## src/rtl/vita_tx_csma_gate.sv

```systemverilog
// Listen-before-talk gate between the VITA TX deframer and TX controller.
// Holds bursts at SOB until the medium is clear, with exponential backoff.
module vita_tx_csma_gate #(
    parameter int MAXCHAN     = 1,
    parameter int FIFOWIDTH   = 5 + 64 + 16 + 32 * MAXCHAN,
    parameter int BASE        = 0,
    parameter int CW_MIN      = 3,
    parameter int CW_MAX      = 10,
    parameter int MAX_RETRIES = 7
) (
    input  logic                 clk,
    input  logic                 reset,
    input  logic                 set_stb,
    input  logic [7:0]           set_addr,
    input  logic [31:0]          set_data,
    input  logic [MAXCHAN-1:0]   carrier_present,
    input  logic [FIFOWIDTH-1:0] sample_fifo_i,
    input  logic                 sample_fifo_src_rdy_i,
    output logic                 sample_fifo_dst_rdy_o,
    output logic [FIFOWIDTH-1:0] sample_fifo_o,
    output logic                 sample_fifo_src_rdy_o,
    input  logic                 sample_fifo_dst_rdy_i,
    output logic                 error,
    output logic [31:0]          error_code,
    output logic [2:0]           state_o,
    output logic [15:0]          backoff_o
);

    typedef enum logic [2:0] {
        S_IDLE    = 3'd0,
        S_SENSE   = 3'd1,
        S_BACKOFF = 3'd2,
        S_PASS    = 3'd3,
        S_DROP    = 3'd4
    } state_t;

    localparam logic [7:0]  A_CTRL   = 8'(BASE);
    localparam logic [7:0]  A_SLOT   = 8'(BASE + 1);
    localparam logic [7:0]  A_TIME   = 8'(BASE + 2);
    localparam logic [31:0] CODE_BSY = 32'h0000_0020;
    localparam logic [31:0] CODE_TMO = 32'h0000_0040;

    state_t             r_state;
    logic               r_enable;
    logic [MAXCHAN-1:0] r_mask;
    logic [15:0]        r_slot_len;
    logic [15:0]        r_difs;
    logic [15:0]        r_timeout;
    logic               r_busy;
    logic [15:0]        r_slot_cnt;
    logic [15:0]        r_lfsr;
    logic [7:0]         r_retry;
    logic [15:0]        r_wait;
    logic [15:0]        r_clear;
    logic [15:0]        r_backoff;
    logic               r_error;
    logic [31:0]        r_error_code;

    logic        w_sob;
    logic        w_eob;
    logic        w_start;
    logic [15:0] w_slot_len;
    logic        w_tick;
    logic        w_tmo;
    logic [15:0] w_lfsr_nxt;
    logic [7:0]  w_retry_nxt;
    logic [4:0]  w_cw;
    logic [15:0] w_draw;
    logic        w_src_rdy;
    logic        w_dst_rdy;

    assign w_sob      = sample_fifo_i[FIFOWIDTH-4];
    assign w_eob      = sample_fifo_i[FIFOWIDTH-3];
    assign w_start    = r_enable && sample_fifo_src_rdy_i && w_sob;
    assign w_slot_len = (r_slot_len == 16'd0) ? 16'd1 : r_slot_len;
    assign w_tick     = (r_slot_cnt >= w_slot_len - 16'd1);
    assign w_tmo      = w_tick && (r_timeout != 16'd0)
                        && (r_wait + 16'd1 >= r_timeout);
    // Galois form of x^16+x^14+x^13+x^11+1
    assign w_lfsr_nxt = {1'b0, r_lfsr[15:1]} ^ (r_lfsr[0] ? 16'hB400 : 16'h0000);
    assign w_retry_nxt = r_retry + 8'd1;

    always_comb begin
        w_cw = 5'(CW_MAX);
        if (CW_MIN + 32'(w_retry_nxt) < CW_MAX)
            w_cw = 5'(CW_MIN + 32'(w_retry_nxt));
        w_draw = r_lfsr & ((16'd1 << w_cw) - 16'd1);
    end

    always_comb begin
        w_src_rdy = 1'b0;
        w_dst_rdy = 1'b0;
        unique case (r_state)
            S_IDLE: begin
                if (!w_start) begin
                    w_src_rdy = sample_fifo_src_rdy_i;
                    w_dst_rdy = sample_fifo_dst_rdy_i;
                end
            end
            S_PASS: begin
                w_src_rdy = sample_fifo_src_rdy_i;
                w_dst_rdy = sample_fifo_dst_rdy_i;
            end
            S_DROP:  w_dst_rdy = 1'b1;
            default: ;
        endcase
    end

    always_ff @(posedge clk or negedge reset) begin
        if (!reset) begin
            r_state      <= S_IDLE;
            r_enable     <= 1'b0;
            r_mask       <= '0;
            r_slot_len   <= '0;
            r_difs       <= '0;
            r_timeout    <= '0;
            r_busy       <= 1'b0;
            r_slot_cnt   <= '0;
            r_lfsr       <= 16'hACE1;
            r_retry      <= '0;
            r_wait       <= '0;
            r_clear      <= '0;
            r_backoff    <= '0;
            r_error      <= 1'b0;
            r_error_code <= '0;
        end else begin
            r_error    <= 1'b0;
            r_lfsr     <= w_lfsr_nxt;
            r_busy     <= |(carrier_present & r_mask);
            r_slot_cnt <= w_tick ? 16'd0 : r_slot_cnt + 16'd1;
            if (set_stb) begin
                if (set_addr == A_CTRL) begin
                    r_enable <= set_data[0];
                    r_mask   <= set_data[MAXCHAN:1];
                end
                if (set_addr == A_SLOT)
                    r_slot_len <= set_data[15:0];
                if (set_addr == A_TIME) begin
                    r_difs    <= set_data[15:0];
                    r_timeout <= set_data[31:16];
                end
            end
            unique case (r_state)
                S_IDLE: begin
                    if (w_start) begin
                        r_state    <= S_SENSE;
                        r_retry    <= '0;
                        r_wait     <= '0;
                        r_clear    <= '0;
                        r_slot_cnt <= '0;
                    end
                end
                S_SENSE: begin
                    if (w_tick)
                        r_wait <= r_wait + 16'd1;
                    if (w_tmo) begin
                        r_state      <= S_DROP;
                        r_error      <= 1'b1;
                        r_error_code <= CODE_TMO;
                    end else if (r_busy) begin
                        if (r_retry >= 8'(MAX_RETRIES)) begin
                            r_state      <= S_DROP;
                            r_error      <= 1'b1;
                            r_error_code <= CODE_BSY;
                        end else begin
                            r_state    <= S_BACKOFF;
                            r_retry    <= w_retry_nxt;
                            r_backoff  <= w_draw;
                            r_slot_cnt <= '0;
                        end
                    end else if (w_tick) begin
                        if (r_clear + 16'd1 >= r_difs)
                            r_state <= S_PASS;
                        else
                            r_clear <= r_clear + 16'd1;
                    end
                end
                S_BACKOFF: begin
                    if (w_tick)
                        r_wait <= r_wait + 16'd1;
                    if (r_backoff == 16'd0) begin
                        r_state    <= S_SENSE;
                        r_clear    <= '0;
                        r_slot_cnt <= '0;
                    end else if (w_tmo) begin
                        r_state      <= S_DROP;
                        r_error      <= 1'b1;
                        r_error_code <= CODE_TMO;
                        r_backoff    <= '0;
                    end else if (w_tick && !r_busy) begin
                        r_backoff <= r_backoff - 16'd1;
                    end
                end
                S_PASS: begin
                    if (sample_fifo_src_rdy_i && sample_fifo_dst_rdy_i && w_eob)
                        r_state <= S_IDLE;
                end
                S_DROP: begin
                    if (sample_fifo_src_rdy_i && w_eob)
                        r_state <= S_IDLE;
                end
                default: r_state <= S_IDLE;
            endcase
        end
    end

    assign sample_fifo_o         = sample_fifo_i;
    assign sample_fifo_src_rdy_o = w_src_rdy;
    assign sample_fifo_dst_rdy_o = w_dst_rdy;
    assign error                 = r_error;
    assign error_code            = r_error_code;
    assign state_o               = r_state;
    assign backoff_o             = r_backoff;

endmodule

```

## config.mk

```make
export PLATFORM = sky130hd
export DESIGN_NAME = vita_tx_csma_gate
export DESIGN_NICKNAME = d
export VERILOG_FILES = /design/src/rtl/vita_tx_csma_gate.sv
export SDC_FILE = /design/constraint.sdc
export NUM_CORES = 1
export LEC_CHECK = 0
export BUFFER_PORTS_ARGS = -buffer_cell sky130_fd_sc_hd__buf_4
export CORE_MARGIN = 8
export CORE_UTILIZATION = 52
export CTS_CLUSTER_DIAMETER = 200
export CTS_CLUSTER_SIZE = 16
export DETAILED_ROUTE_END_ITERATION = 8
export PLACE_DENSITY = 0.82
export SETUP_SLACK_MARGIN = 0.1
export SYNTH_ARGS = -nofsm -noshare
export SYNTH_HDL_FRONTEND = slang
export SYNTH_SLANG_ARGS = --single-unit
```

## constraint.sdc

```tcl
create_clock -name clk -period 5.8 [get_ports clk]
set_input_delay 0 -clock clk [delete_from_list [all_inputs] [get_ports clk]]
set_output_delay 0 -clock clk [all_outputs]
set_load 0.005 [all_outputs]
```

==> impl_metrics.tcl <==
set metrics [dict create \
    finalHoldViolations 0 \
    synth_edf_count 0 \
    post-place-cells 1226 \
    dr.pass1.iters 6 \
    start_kind "register" \
    grt_max_degree 78 \
    wl_um 25100 \
    power_frac_seq_pct 34.7 \
    num_rows 50 \
    cp-startpoint "r_slot_len[9]" \
    die_y_um 153 \
    grt_overflow_total 0 \
    io_pins 334 \
    cts_sinks 145 \
    clk_pin_slew_ns 0.06 \
    cpMaxStageDelayCell "or3b_2" \
    die_area_um2 23400 \
    drc 0 \
    clkPwrFrac_pct 30.9 \
    cpPeakStageDelay_ns 0.48 \
    drive_gt1_share_pct 17.2 \
    end_kind "register" \
    cts.htree.levels 4 \
    hpwlAfterDp_um 17700 \
    grt_first_pass_wirelength_um 39500 \
    crit_type "register to register" \
    rsz0062_at_grt "no" \
    relSlewSlack_pct 35.9 \
    grt_use_total_pct 21.0 \
    io_buffers 73 \
    peakVddDrop_v 0.000210 \
    setup_violations 0 \
    yosys-top-cells-count "buf_4 (148), dfrtp_1 (137), nand2_1 (90)" \
    synth_top_area_share_pct 35.1 \
    critPathBufInv 0 \
    cp_common_cell "nor2_1" \
    synth_top_family_by_area "simple AND/OR/NAND/NOR gates" \
    hold_class "input pin to output pin" \
    yosysWarnings 0 \
    p_per_area_nw_per_um2 341 \
    ys_ff_latch 145 \
    leakage_nw 4.97 \
    antenna_left 0 \
    muxShareOfSynthArea_pct 6.93 \
    worstPathCellList "nor3_1, nand2b_1, or3_1, or3b_2, nor2_1, nor2_1, ha_1, nand2b_1, or4_1, nor4_2, nor2b_1, xnor2_1, ha_1, nand4_1, nor2_1, o221ai_1, o221a_2, a211oi_2, a21oi_1, nor2_4, mux2i_1" \
    synth.distinct_cells 70 \
    p_switching_mw 1.34 \
    cts_buffers 17 \
    synth_most_common_cell "buf_4" \
    core_um2 18600 \
    crit_fanout 12 \
    synth_area_leaders "dfrtp_1 (35%), buf_4 (11%), ha_1 (7.4%), mux2_2 (6.1%), o21ai_0 (3.6%)" \
    first_iter_violations 665 \
    synthToLayoutAreaGrowth_pct 7.75 \
    finalPower_mw 3.59 \
    synthSimpleGateAreaFrac_pct 15.7 \
    avgViaCountPerCell 5.83 \
    syn_area_um2 9760 \
    start_util_pct 52.6 \
    synthAdderAreaFrac_pct 7.43 \
    p_int_mw 2.25 \
    fin_crit_ns 5.28 \
    post-synth-top-area-cell "dfrtp_1" \
    clock_skew_ns 0.0126 \
    switching_share_pct 37.4 \
    place_congestion 0.843 \
    post-cts-setup-buffers 0 \
    tns_ns 0 \
    synth_top_flop_cell "dfrtp_1" \
    stdcell_count 1297 \
    max_cap_viol_count 0 \
    min_from "sample_fifo_i[11]" \
    synthArstFlopShare_pct 100 \
    worstPathArrival_ns 5.62 \
    first_global_vias 7376 \
    num-nets-final 1270 \
    max_freq_mhz 190 \
    cts_tree "done" \
    drt-wirelength-per-cell_um 19.4 \
    worstPathRequired_ns 6.15 \
    clock_latency_ns 0.43 \
    vias 7564 \
    fin_crit_sh_pct 91.0 \
    ys_seq_area_share_pct 37.3 \
    finalMaxSlewViolations 0 \
    cts_buffer_depth 2 \
    status "finished clean" \
    antenna_found_initial 1 \
    syn_inst 1063 \
    synth-compound-area-share_pct 12.5 \
    cts_root_buf "clkbuf_16" \
    tightest_slew_ns 0.961 \
    cp_top_family "simple AND/OR/NAND/NOR gates" \
    die_w_um 153 \
    combPwrFrac_pct 34.4 \
    reg2reg_from "r_slot_len[9]" \
    syn_area_per_cell_um2 9.19 \
    synth-xor-area-share_pct 5.38 \
]
[state kept, by name, indices dropped and copies added (netlist names)]
signal / flops
backoff_o: 16
r_mask: 1
r_difs: 16
r_slot_cnt: 16
error: 1
r_retry: 8
r_lfsr: 16
r_busy: 1
r_wait: 16
error_code: 2
state_o: 3
r_clear: 16
r_slot_len: 16
r_enable: 1
r_timeout: 16
[power groups by stage]
stage | Combinational, mW | Sequential [mW] | Clock (mW)
2_1_floorplan | 0.960 | 1.20 | 0
3_3_place_gp | 1.12 | 1.25 | 0
3_5_place_dp | 1.16 | 1.26 | 0
4_1_cts | 1.20 | 1.24 | 1.12
5_1_grt | 1.38 | 1.26 | 1.17
6_report | 1.24 | 1.25 | 1.11
[kinds of logic (layout without fill, tap and decap cells)]
| family | count (synthesis) | in the layout |
|---|---|---|
| AOI/OAI and AO/OA | 192 | 192 |
| muxes | 61 | 61 |
| adders and majority gates | 58 | 58 |
| DFF | 145 | 145 |
| xor gates and xnor gates | 60 | 60 |
| other | 1 | 31 |
| and+or+nand+nor | 313 | 313 |
| buffers and inverters | 233 | 203 |
[through the flow]
stage	instance area, µm²	worst slack (ns)	util [%]	hold slack [ns]
after floorplan	9870	1.09	-	-0.296
after global placement	9540	0.794	51.3	0.0000346
after detailed placement	9540	0.580	51.3	0.0000346
after CTS	10500	0.406	56.6	0.0000346
after global routing	10500	0.153	56.6	0.00000796
final	10500	0.524	56.6	0.00000143
[cells in the final DEF, fill, tap and decap left out, drive strengths merged, types with 3 or more instances in the layout]
cell type    netlist  layout
ha                58      58
nor4              13      13
o21ai             76      76
nand2             90      90
o21a               5       5
dlygate4sd3        0      38
nor3              23      23
a31oi             13      13
o31ai             10      10
o2111ai            4       4
and2               9       9
and3              14      14
nand3b             3       3
nand4             18      18
dfstp              8       8
inv               55      61
mux2i              8       8
nor4b              3       3
a21oi             30      30
clkbuf            24      19
mux2              53      53
xor2              27      27
a211oi             9       9
a21o               8       8
nor2b              8       8
and4               3       3
xnor2             33      33
dfrtp            137     137
nand3             34      34
nand2b             9       9
conb               1      30
or3                7       7
clkinv             0       3
nor3b              3       3
nor2              69      69
buf              154      78
[timing repair]
action,4_1_cts,5_1_grt
endpoints found under the hold margin,120,0
gates resized for setup,0,2
hold buffers,38,0
endpoints found under the setup margin,0,6
[layout make-up]
type | count | area [µm²]
fill | 1466 | 8060
multi-input combinational | 714 | 4820
sequential | 145 | 3640
timing repair buffer | 116 | 970
clock buffer | 19 | 443
tap | 234 | 293
inverter | 55 | 206
clock inverter | 13 | 149
antenna | 1 | 2.50
[routing by layer]
layer / track usage [%] / up-vias / share of wire (%)
met5: 0 / - / 0
met2: 36.4 / 298 / 52
met3: 5.92 / 90 / 7.0
met4: 12.5 / 0 / 4.9
li1: - / 3522 / -
met1: 22.5 / 3654 / 36
[path summary, 6_finish.rpt]
| kind | end | slack [ns] | depth (start not counted) |
|---|---|---|---|
| setup / recovery | r_clear[12] | 0.52 | 21 |
| hold / removal | sample_fifo_o[11] | 0.000001 | 0 |
| setup reg to reg | r_clear[12] | 0.52 | 21 |
| hold reg to reg | r_lfsr[6] | 0.37 | 0 |
| max in group asynchronous | r_slot_len[2] | 4.25 | 3 |
| min in group asynchronous | backoff_o[1] | 0.18 | 2 |
(Power assumes the default switching activity.)
